**src/rtl/shift_deser.sv**
```systemverilog
// -----------------------------------------------------------------------------
// shift_deser
//   Serial-to-parallel deserialiser. START opens a frame. Each SIN_VALID cycle
//   shifts one bit in, MSB first. After N accepted bits, the word is copied
//   to DATA. DATA_VALID then pulses for one cycle, and FULL is set until the
//   consumer acknowledges the word with RD. If a word completes while an
//   unacknowledged word is still held, and RD is not asserted in that cycle,
//   the sticky OVERRUN flag is set.
//
// Parameters
//   N           parallel word width (N >= 2)
//
// Ports
//   CLK         in   clock, rising edge
//   A_CLR_N     in   asynchronous active-low reset
//   START       in   frame-start / frame-restart strobe
//   SIN         in   serial data bit, MSB first
//   SIN_VALID   in   SIN carries a valid bit this cycle
//   RD          in   consumer acknowledge; clears FULL (and OVERRUN)
//   DATA        out  last completed word, held until the next completes
//   DATA_VALID  out  one-cycle pulse in the cycle after a word completes
//   FULL        out  DATA holds an unacknowledged word
//   BUSY        out  a frame is being shifted in
//   OVERRUN     out  sticky: a word overwrote an unacknowledged word
// -----------------------------------------------------------------------------
module shift_deser #(
  parameter int N = 16
) (
  input  logic         CLK,
  input  logic         A_CLR_N,
  input  logic         START,
  input  logic         SIN,
  input  logic         SIN_VALID,
  input  logic         RD,
  output logic [N-1:0] DATA,
  output logic         DATA_VALID,
  output logic         FULL,
  output logic         BUSY,
  output logic         OVERRUN
);

  localparam int            CW       = $clog2(N);
  localparam logic [CW-1:0] CNT_LAST = CW'(N - 1);

  typedef enum logic {
    IDLE  = 1'b0,
    SHIFT = 1'b1
  } state_e;

  state_e         state_q;
  logic [CW-1:0]  cnt_q;
  logic [N-1:0]   shreg_q;
  logic [N-1:0]   data_q;
  logic           data_valid_q;
  logic           full_q;
  logic           overrun_q;

  logic [N-1:0]   shreg_d;
  logic           accept;
  logic           complete;
  logic           overrun_evt;

  // START always wins over a simultaneous valid bit, including on the bit
  // that would otherwise complete the word.
  assign accept      = (state_q == SHIFT) && !START && SIN_VALID;
  assign complete    = accept && (cnt_q == CNT_LAST);
  assign overrun_evt = complete && full_q && !RD;
  assign shreg_d     = {shreg_q[N-2:0], SIN};

  // NOTE: state registers use non-blocking assignments so that every register
  // samples the pre-edge values of its neighbours, whatever the statement order.
  always_ff @(posedge CLK or negedge A_CLR_N) begin
    if (!A_CLR_N) begin
      state_q      <= IDLE;
      cnt_q        <= '0;
      shreg_q      <= '0;
      data_q       <= '0;
      data_valid_q <= 1'b0;
      full_q       <= 1'b0;
      overrun_q    <= 1'b0;
    end else begin
      data_valid_q <= complete;

      case (state_q)
        IDLE: begin
          // SIN_VALID is ignored here, including in the START cycle.
          if (START) begin
            state_q <= SHIFT;
            cnt_q   <= '0;
            shreg_q <= '0;
          end
        end
        SHIFT: begin
          if (START) begin
            // Restart: the partial word is dropped silently.
            cnt_q   <= '0;
            shreg_q <= '0;
          end else if (SIN_VALID) begin
            shreg_q <= shreg_d;
            if (cnt_q == CNT_LAST) begin
              data_q  <= shreg_d;
              cnt_q   <= '0;
              state_q <= IDLE;
            end else begin
              cnt_q <= cnt_q + CW'(1);
            end
          end
        end
        default: state_q <= IDLE;
      endcase

      // A completion in the same cycle as RD leaves FULL set, because the
      // acknowledge refers to the word that is being replaced.
      if (complete)  full_q <= 1'b1;
      else if (RD)   full_q <= 1'b0;

      // An overrun event takes priority over a clear by RD.
      if (overrun_evt) overrun_q <= 1'b1;
      else if (RD)     overrun_q <= 1'b0;
    end
  end

  assign DATA       = data_q;
  assign DATA_VALID = data_valid_q;
  assign FULL       = full_q;
  assign BUSY       = (state_q == SHIFT);
  assign OVERRUN    = overrun_q;

endmodule

```
**config.mk**
```make
export PLATFORM = sky130hd
export DESIGN_NAME = shift_deser
export DESIGN_NICKNAME = d
export VERILOG_FILES = /design/src/rtl/shift_deser.sv
export SDC_FILE = /design/constraint.sdc
export NUM_CORES = 1
export LEC_CHECK = 0
export ABC_AREA = 1
export BUFFER_PORTS_ARGS = -buffer_cell sky130_fd_sc_hd__buf_4
export CORE_MARGIN = 2
export CORE_UTILIZATION = 45
export DETAILED_ROUTE_END_ITERATION = 7
export HOLD_SLACK_MARGIN = 0.06
export PLACE_DENSITY = 0.77
export SYNTH_ARGS = -nofsm -noshare
export SYNTH_HDL_FRONTEND = slang
export SYNTH_SLANG_ARGS = --single-unit
export TNS_END_PERCENT = 50
```
**constraint.sdc**
```tcl
create_clock -name CLK -period 1.58 [get_ports CLK]
set_input_delay 0 -clock CLK [delete_from_list [all_inputs] [get_ports CLK]]
set_output_delay 0 -clock CLK [all_outputs]
set_load 0.02 [all_outputs]
```
==> out/qor.txt, run 1 <==
layout cell share with drive strength beyond 1 -> 0.3977
Setup CP Type -> flop to flop
FP Rows -> 21
Synth Flop Type -> dfrtp_1
final instance area -> 0.001943 mm2
DR top layer -> met4
# Max-Cap Violations -> 0
Sw Ratio -> 0.2449
GRT Overall Usage -> 0.1556
status -> complete, no violations
XOR/XNOR share of the synthesized area -> 0
Fill cells -> 294
Core Region -> 0.003390 mm2
H-tree Lvls -> 2
CTS tree -> done
Setup TNS -> 0 ns
num ports -> 26
CP endpoint kind -> flop
post-synthesis simple-gate area fraction -> 0.1403
Hold Path Class -> primary input to asynchronous set/reset pin
Vias per Instance -> 4.703
maximum clock path buffer count -> 2
die footprint -> 0.004061 mm2
Compound-Gate Fraction of Synth Area -> 0.1637
Port Buffers -> 25
period utilization -> 0.8486
worst-margin pin slew -> 0.4829 ns
gpl congestion -> 0.7287
clock period minus worst slack -> 1.341 ns
Max Clk Rate -> 0.7459 GHz
clk sinks -> 39
Starting Density -> 0.4736
postcts setup bufs -> 0
DR DRC count -> 0
count of cell types in the netlist -> 20
Pint -> 1.233 mW
largest family of logic cells by synthesized area -> compound AO/OA/AOI/OAI gates
crit-path max FO -> 19
Metal-1 WL -> 1253 um
CP arrival -> 1.58 ns
metal2 WL -> 1338 um
RSZ-0062 raised after global routing -> false
synth warn -> 0
mapped cell area -> 0.001605 mm2
sequential power share -> 0.645
ANT cells -> 0
Seq cells post-synth -> 39
Worst setup SP type -> flop
Clk Latency, worst-skew pair -> 0.34 ns
FFs w/ async S/R, synth -> 1.000
wire length per cell -> 12.47 um
Multi-input gate area -> 500.5 um2
Max VDD drop -> 0.0005936 V
root buffer cell -> clkbuf_4
# setup viols final -> 0
Chip Width -> 63.73 um
Synth Instances -> 142
HPWL Detailed -> 1892 um
final hold violation count -> 0
Clock power frac -> 0.280
vias in the first global route -> 1044
antenna-violating nets left -> 0
P_sw -> 400.1 uW
Cell Area, Placed -> 0.001852 mm2
Final Max Slew Viols -> 0
cell area power density -> 840.6 mW/mm2
total gr overflow -> 0
combinational power share -> 0.075
multiplexer area fraction after synthesis -> 0
final net count -> 184
FF/Latch Area -> 975.9 um2
Clk pin slew, worst setup/hold paths -> 0.10 ns
largest net degree at the start of global routing -> 40
chip height -> 63.73 um
Post-Syn Nets -> 149
adder-cell share of the synthesized area -> 0.007794
Worst Path Required -> 1.82 ns
Relative slew margins -> 0.6781
met3 WL -> 111 um
Final Core Density -> 0.5733
Avg Cell Area, Syn -> 11.30 um2
Total Routed Length -> 2769 um
EDFF count, synth -> 0
first-pass GRT wire length -> 4671 um
Hold WS -> 0.1546 ns
DRT Pass-1 Iters -> 4
Area Overhead vs Synth -> 21.04%
Leakage -> 0.9454 nW
initial antenna violation count -> 0
cts bufs inserted -> 5
skew final -> 0.003857 ns
Seq/Total Area, Yosys -> 0.6080
DRT iter0 DRCs -> 52
via count -> 1044
-- flip-flops by register name (all words and copies together), names as in the netlist --
signal and count:
OVERRUN 1, cnt_q 4, DATA_VALID 1, BUSY 1
FULL 1, DATA 16, shreg_q 15
-- final timing paths --
path / start / endpoint / slack [ns] / cells past startpoint
min in group CLK: RD / OVERRUN / 0.36 / 3
setup / recovery: cnt_q[0] / DATA[12] / 0.24 / 7
hold / removal: A_CLR_N / DATA[7] / 0.15 / 2
hold reg to reg: DATA[2] / DATA[2] / 0.49 / 2
max in group asynchronous: A_CLR_N / DATA[1] / 1.09 / 2
setup reg to reg: cnt_q[0] / DATA[12] / 0.24 / 7
-- critical path, cell delays in order (launching register included) --
cell and delay, ns:
dfrtp_1 0.43, ha_1 0.20, nand2_1 0.10, nor2_4 0.14, nand2_4 0.08, buf_12 0.17
nand2_2 0.07, o21ai_2 0.05
-- logic make-up after synthesis --
group                      Yosys count
and+or+nand+nor                     40
DFF                                 39
AOI/OAI and AO/OA                   35
buffers and inverters               27
adders and majority gates            1
-- synth_stat cells, types with 2 or more instances --
master / n / area share
dfrtp_1: 39 / 0.61
inv_1: 21 / 0.049
o21ai_2: 17 / 0.093
nand2_2: 15 / 0.058
o22ai_1: 15 / 0.058
nand2_1: 12 / 0.028
nand3_1: 5 / 0.016
buf_6: 3 / 0.021
nor2_1: 3 / 0.0070
nor2_4: 2 / 0.014
-- power by group through the flow --
stage	Sequential (mW)	Clock [mW]	Combinational, mW
floorplan	1.07	0	0.0691
global placement	1.07	0	0.108
detailed placement	1.07	0	0.115
CTS	1.05	0.475	0.125
global route	1.06	0.514	0.139
finish	1.05	0.457	0.123
-- layout make-up --
class	count	share of cell area
inverter	22	0.04250
clock buffer	6	0.02125
tap	46	0.02962
multi-input combinational	76	0.2576
sequential	39	0.5023
timing repair buffer	33	0.1468
-- routing by layer --
metal | vias to the layer above | global-route usage
met4 | 0 | 0.08967
met1 | 481 | 0.1829
met3 | 6 | 0.05536
met2 | 23 | 0.2461
met5 | - | 0
li1 | 534 | -
-- timing repair --
| action | 4_1_cts | 5_1_grt |
|---|---|---|
| hold endpoints to repair | 46 | 0 |
| resized for setup | 0 | 0 |
| hold buffers | 5 | 0 |
-- cells in the final DEF, fill, tap and decap left out --
| master | instances |
|---|---|
| o22ai_1 | 15 |
| dlygate4sd3_1 | 5 |
| nand4_1 | 1 |
| buf_12 | 2 |
| buf_4 | 26 |
| inv_2 | 1 |
| ha_1 | 1 |
| nand2_1 | 12 |
| nand3_1 | 5 |
| dfrtp_1 | 39 |
| a21o_1 | 1 |
| clkbuf_4 | 5 |
| nand3_2 | 1 |
| a21oi_1 | 1 |
| nand2_4 | 1 |
| nor2_4 | 2 |
| o21a_1 | 1 |
| nand2_2 | 15 |
| nor2_1 | 3 |
| clkbuf_1 | 1 |
| inv_1 | 21 |
| o21ai_2 | 17 |
-- per-stage QoR --
| step | worst slack, ns | power (mW) | cells |
|---|---|---|---|
| after floorplan | 0.3630 | 1.135 | 142 |
| final | 0.2393 | 1.633 | 222 |
| after global placement | 0.3341 | 1.176 | 211 |
| after CTS | 0.2188 | 1.654 | 222 |
| after global routing | 0.1375 | 1.709 | 222 |
| after detailed placement | 0.2429 | 1.188 | 211 |
Note: power is estimated with default switching activity, not from simulation.
==> inputs of run 2 (changes only) <==
Clock period 1.58 ns to 1.4 ns, I/O delays scaled along.
==> run 2 against run 1 <==
Sequential power increased by 12%. Clock-buffer cell count fell by 1. Clock skew up 0.0018 ns. Critical path type unchanged. Largest cell class unchanged. Largest power group unchanged.
==> out/qor.txt, run 2 (synthesis results as in run 1) <==
CP top delay family -> flip-flops
# Max-Cap Violations -> 0
FP Rows -> 21
most common cell after layout, fill and taps aside -> dfrtp_1
first-pass GRT wire length -> 4892 um
Starting Density -> 0.4736
Leakage -> 0.9891 nW
Core Region -> 0.003390 mm2
chip height -> 63.73 um
Clock power frac -> 0.288
vias in the first global route -> 1112
reg2reg end -> DATA[15]
Worst Path Required -> 1.66 ns
largest net degree at the start of global routing -> 40
ANT cells -> 0
root buffer cell -> clkbuf_4
initial antenna violation count -> 0
P_sw -> 495.2 uW
status -> complete, no violations
cell area power density -> 949.5 mW/mm2
layout cell share with drive strength beyond 1 -> 0.4402
FF-to-FF path depth -> 7
combinational power share -> 0.096
Setup CP Type -> flop to flop
cts bufs inserted -> 5
final hold violation count -> 0
CP arrival -> 1.62 ns
period utilization -> 0.9767
Worst setup SP type -> flop
Final Core Density -> 0.5965
# setup viols final -> 0
die footprint -> 0.004061 mm2
gpl congestion -> 0.7835
Pint -> 1.425 mW
Slowest cell on crit path -> dfrtp_1
crit-path max FO -> 14
max incr delay on CP -> 0.42 ns
most frequent cells in the layout -> 39 x dfrtp_1, 31 x buf_4, 21 x inv_1
sequential power share -> 0.616
Area Overhead vs Synth -> 25.95%
CP bufs+invs -> 1
RSZ-0062 raised after global routing -> true
total gr overflow -> 0
Chip Width -> 63.73 um
clock period minus worst slack -> 1.367 ns
Port Buffers -> 25
crit-path cells -> ha_2 -> nand2_2 -> nor2_4 -> nand2_4 -> buf_12 -> nand2_2 -> o21ai_2
num ports -> 26
CTS tree -> done
Sw Ratio -> 0.2579
via count -> 1119
Largest register FFs -> 16
Clk Latency, worst-skew pair -> 0.35 ns
H-tree Lvls -> 2
Max Clk Rate -> 0.7313 GHz
clk sinks -> 39
CP endpoint kind -> flop
DR DRC count -> 0
Clk pin slew, worst setup/hold paths -> 0.11 ns
wire length per cell -> 12.66 um
reg-to-reg startpoint -> cnt_q[1]
Total Routed Length -> 2912 um
antenna-violating nets left -> 0
Vias per Instance -> 4.865
Max VDD drop -> 0.0005295 V
Final Max Slew Viols -> 0
maximum clock path buffer count -> 2
r2r setup slk -> 0.03 ns
GRT Overall Usage -> 0.1619
Relative slew margins -> 0.6859
Hold Path Class -> primary input to asynchronous set/reset pin
DRT Pass-1 Iters -> 4
DRT iter0 DRCs -> 65
worst-margin pin slew -> 0.4712 ns
final net count -> 190
HPWL Detailed -> 2021 um
Worst path most repeated cell -> nand2_2
skew final -> 0.005622 ns
Setup TNS -> 0 ns
## run 2: cell types whose count changed in the layout (fill, tap and decap cells not counted)
cell / previous run / this run
clkbuf_1: 1 / 0
nand2_1: 12 / 11
nand2_4: 1 / 2
clkinv_2: 0 / 3
buf_12: 2 / 3
buf_4: 26 / 31
ha_1: 1 / 0
ha_2: 0 / 1
## run 2: metrics by stage
step / setup slack (ns) / power (mW) / area [um2] / hold slack, ns / instances
floorplan: 0.1830 / 1.281 / 1605 / -0.2956 / 142
global placement: 0.1087 / 1.345 / 1859 / -0.01729 / 212
detailed placement: 0.01860 / 1.363 / 1859 / -0.002614 / 212
CTS: 0.03161 / 1.929 / 1997 / 0.1502 / 228
global route: -0.06433 / 2.015 / 2022 / 0.1828 / 230
finish: 0.03255 / 1.920 / 2022 / 0.1368 / 230
## run 2: how the worst max path moves through the flow
stage                  start        to  slack (ns)  cells after the start
floorplan               BUSY  DATA[10]        0.18                      6
global placement    cnt_q[1]   DATA[5]        0.11                      7
detailed placement  cnt_q[1]  DATA[15]        0.02                      7
CTS                 cnt_q[1]  DATA[15]        0.03                      7
global route        cnt_q[1]   DATA[5]       -0.06                      7
finish              cnt_q[1]  DATA[15]        0.03                      7
## run 2: power groups by stage
stage,registers [mW],logic [mW],clock network [mW]
2_1_floorplan,1.20,0.0780,0
3_3_place_gp,1.20,0.148,0
3_5_place_dp,1.20,0.162,0
4_1_cts,1.18,0.174,0.575
5_1_grt,1.19,0.205,0.622
6_report,1.18,0.185,0.552
## run 2: what timing repair did
item / CTS / global route
hold buffers: 5 / 0
pin swaps: 1 / 3
setup endpoints to repair: 4 / 15
setup buffers: 3 / 2
hold endpoints to repair: 52 / 0
gates resized for setup: 0 / 3
## run 2: final cells by class
type                            instances  area (um2)
Fill cell                             290        1368
Sequential cell                        39       975.9
Multi-Input combinational cell         76       510.5
Timing Repair Buffer                   39       342.8
Inverter                               22       82.58
Tap cell                               46       57.56
Clock buffer                            5       37.54
Clock inverter                          3       15.01
## run 2: per-layer routing
metal  GRT usage  up-vias  wire [um]  part of all wire
met1      0.1857      539       1280              0.44
met3     0.03214       10         94             0.032
met4      0.1114        0         98             0.034
li1            -      545          -                 -
met5           0        -          0                 0
met2      0.2711       25       1438              0.49
## run 2: worst register-to-register path, cell delays in order (launching register included)
cell     delay, ns
dfrtp_1       0.42
ha_2          0.22
nand2_2       0.08
nor2_4        0.16
nand2_4       0.11
buf_12        0.17
nand2_2       0.06
o21ai_2       0.05
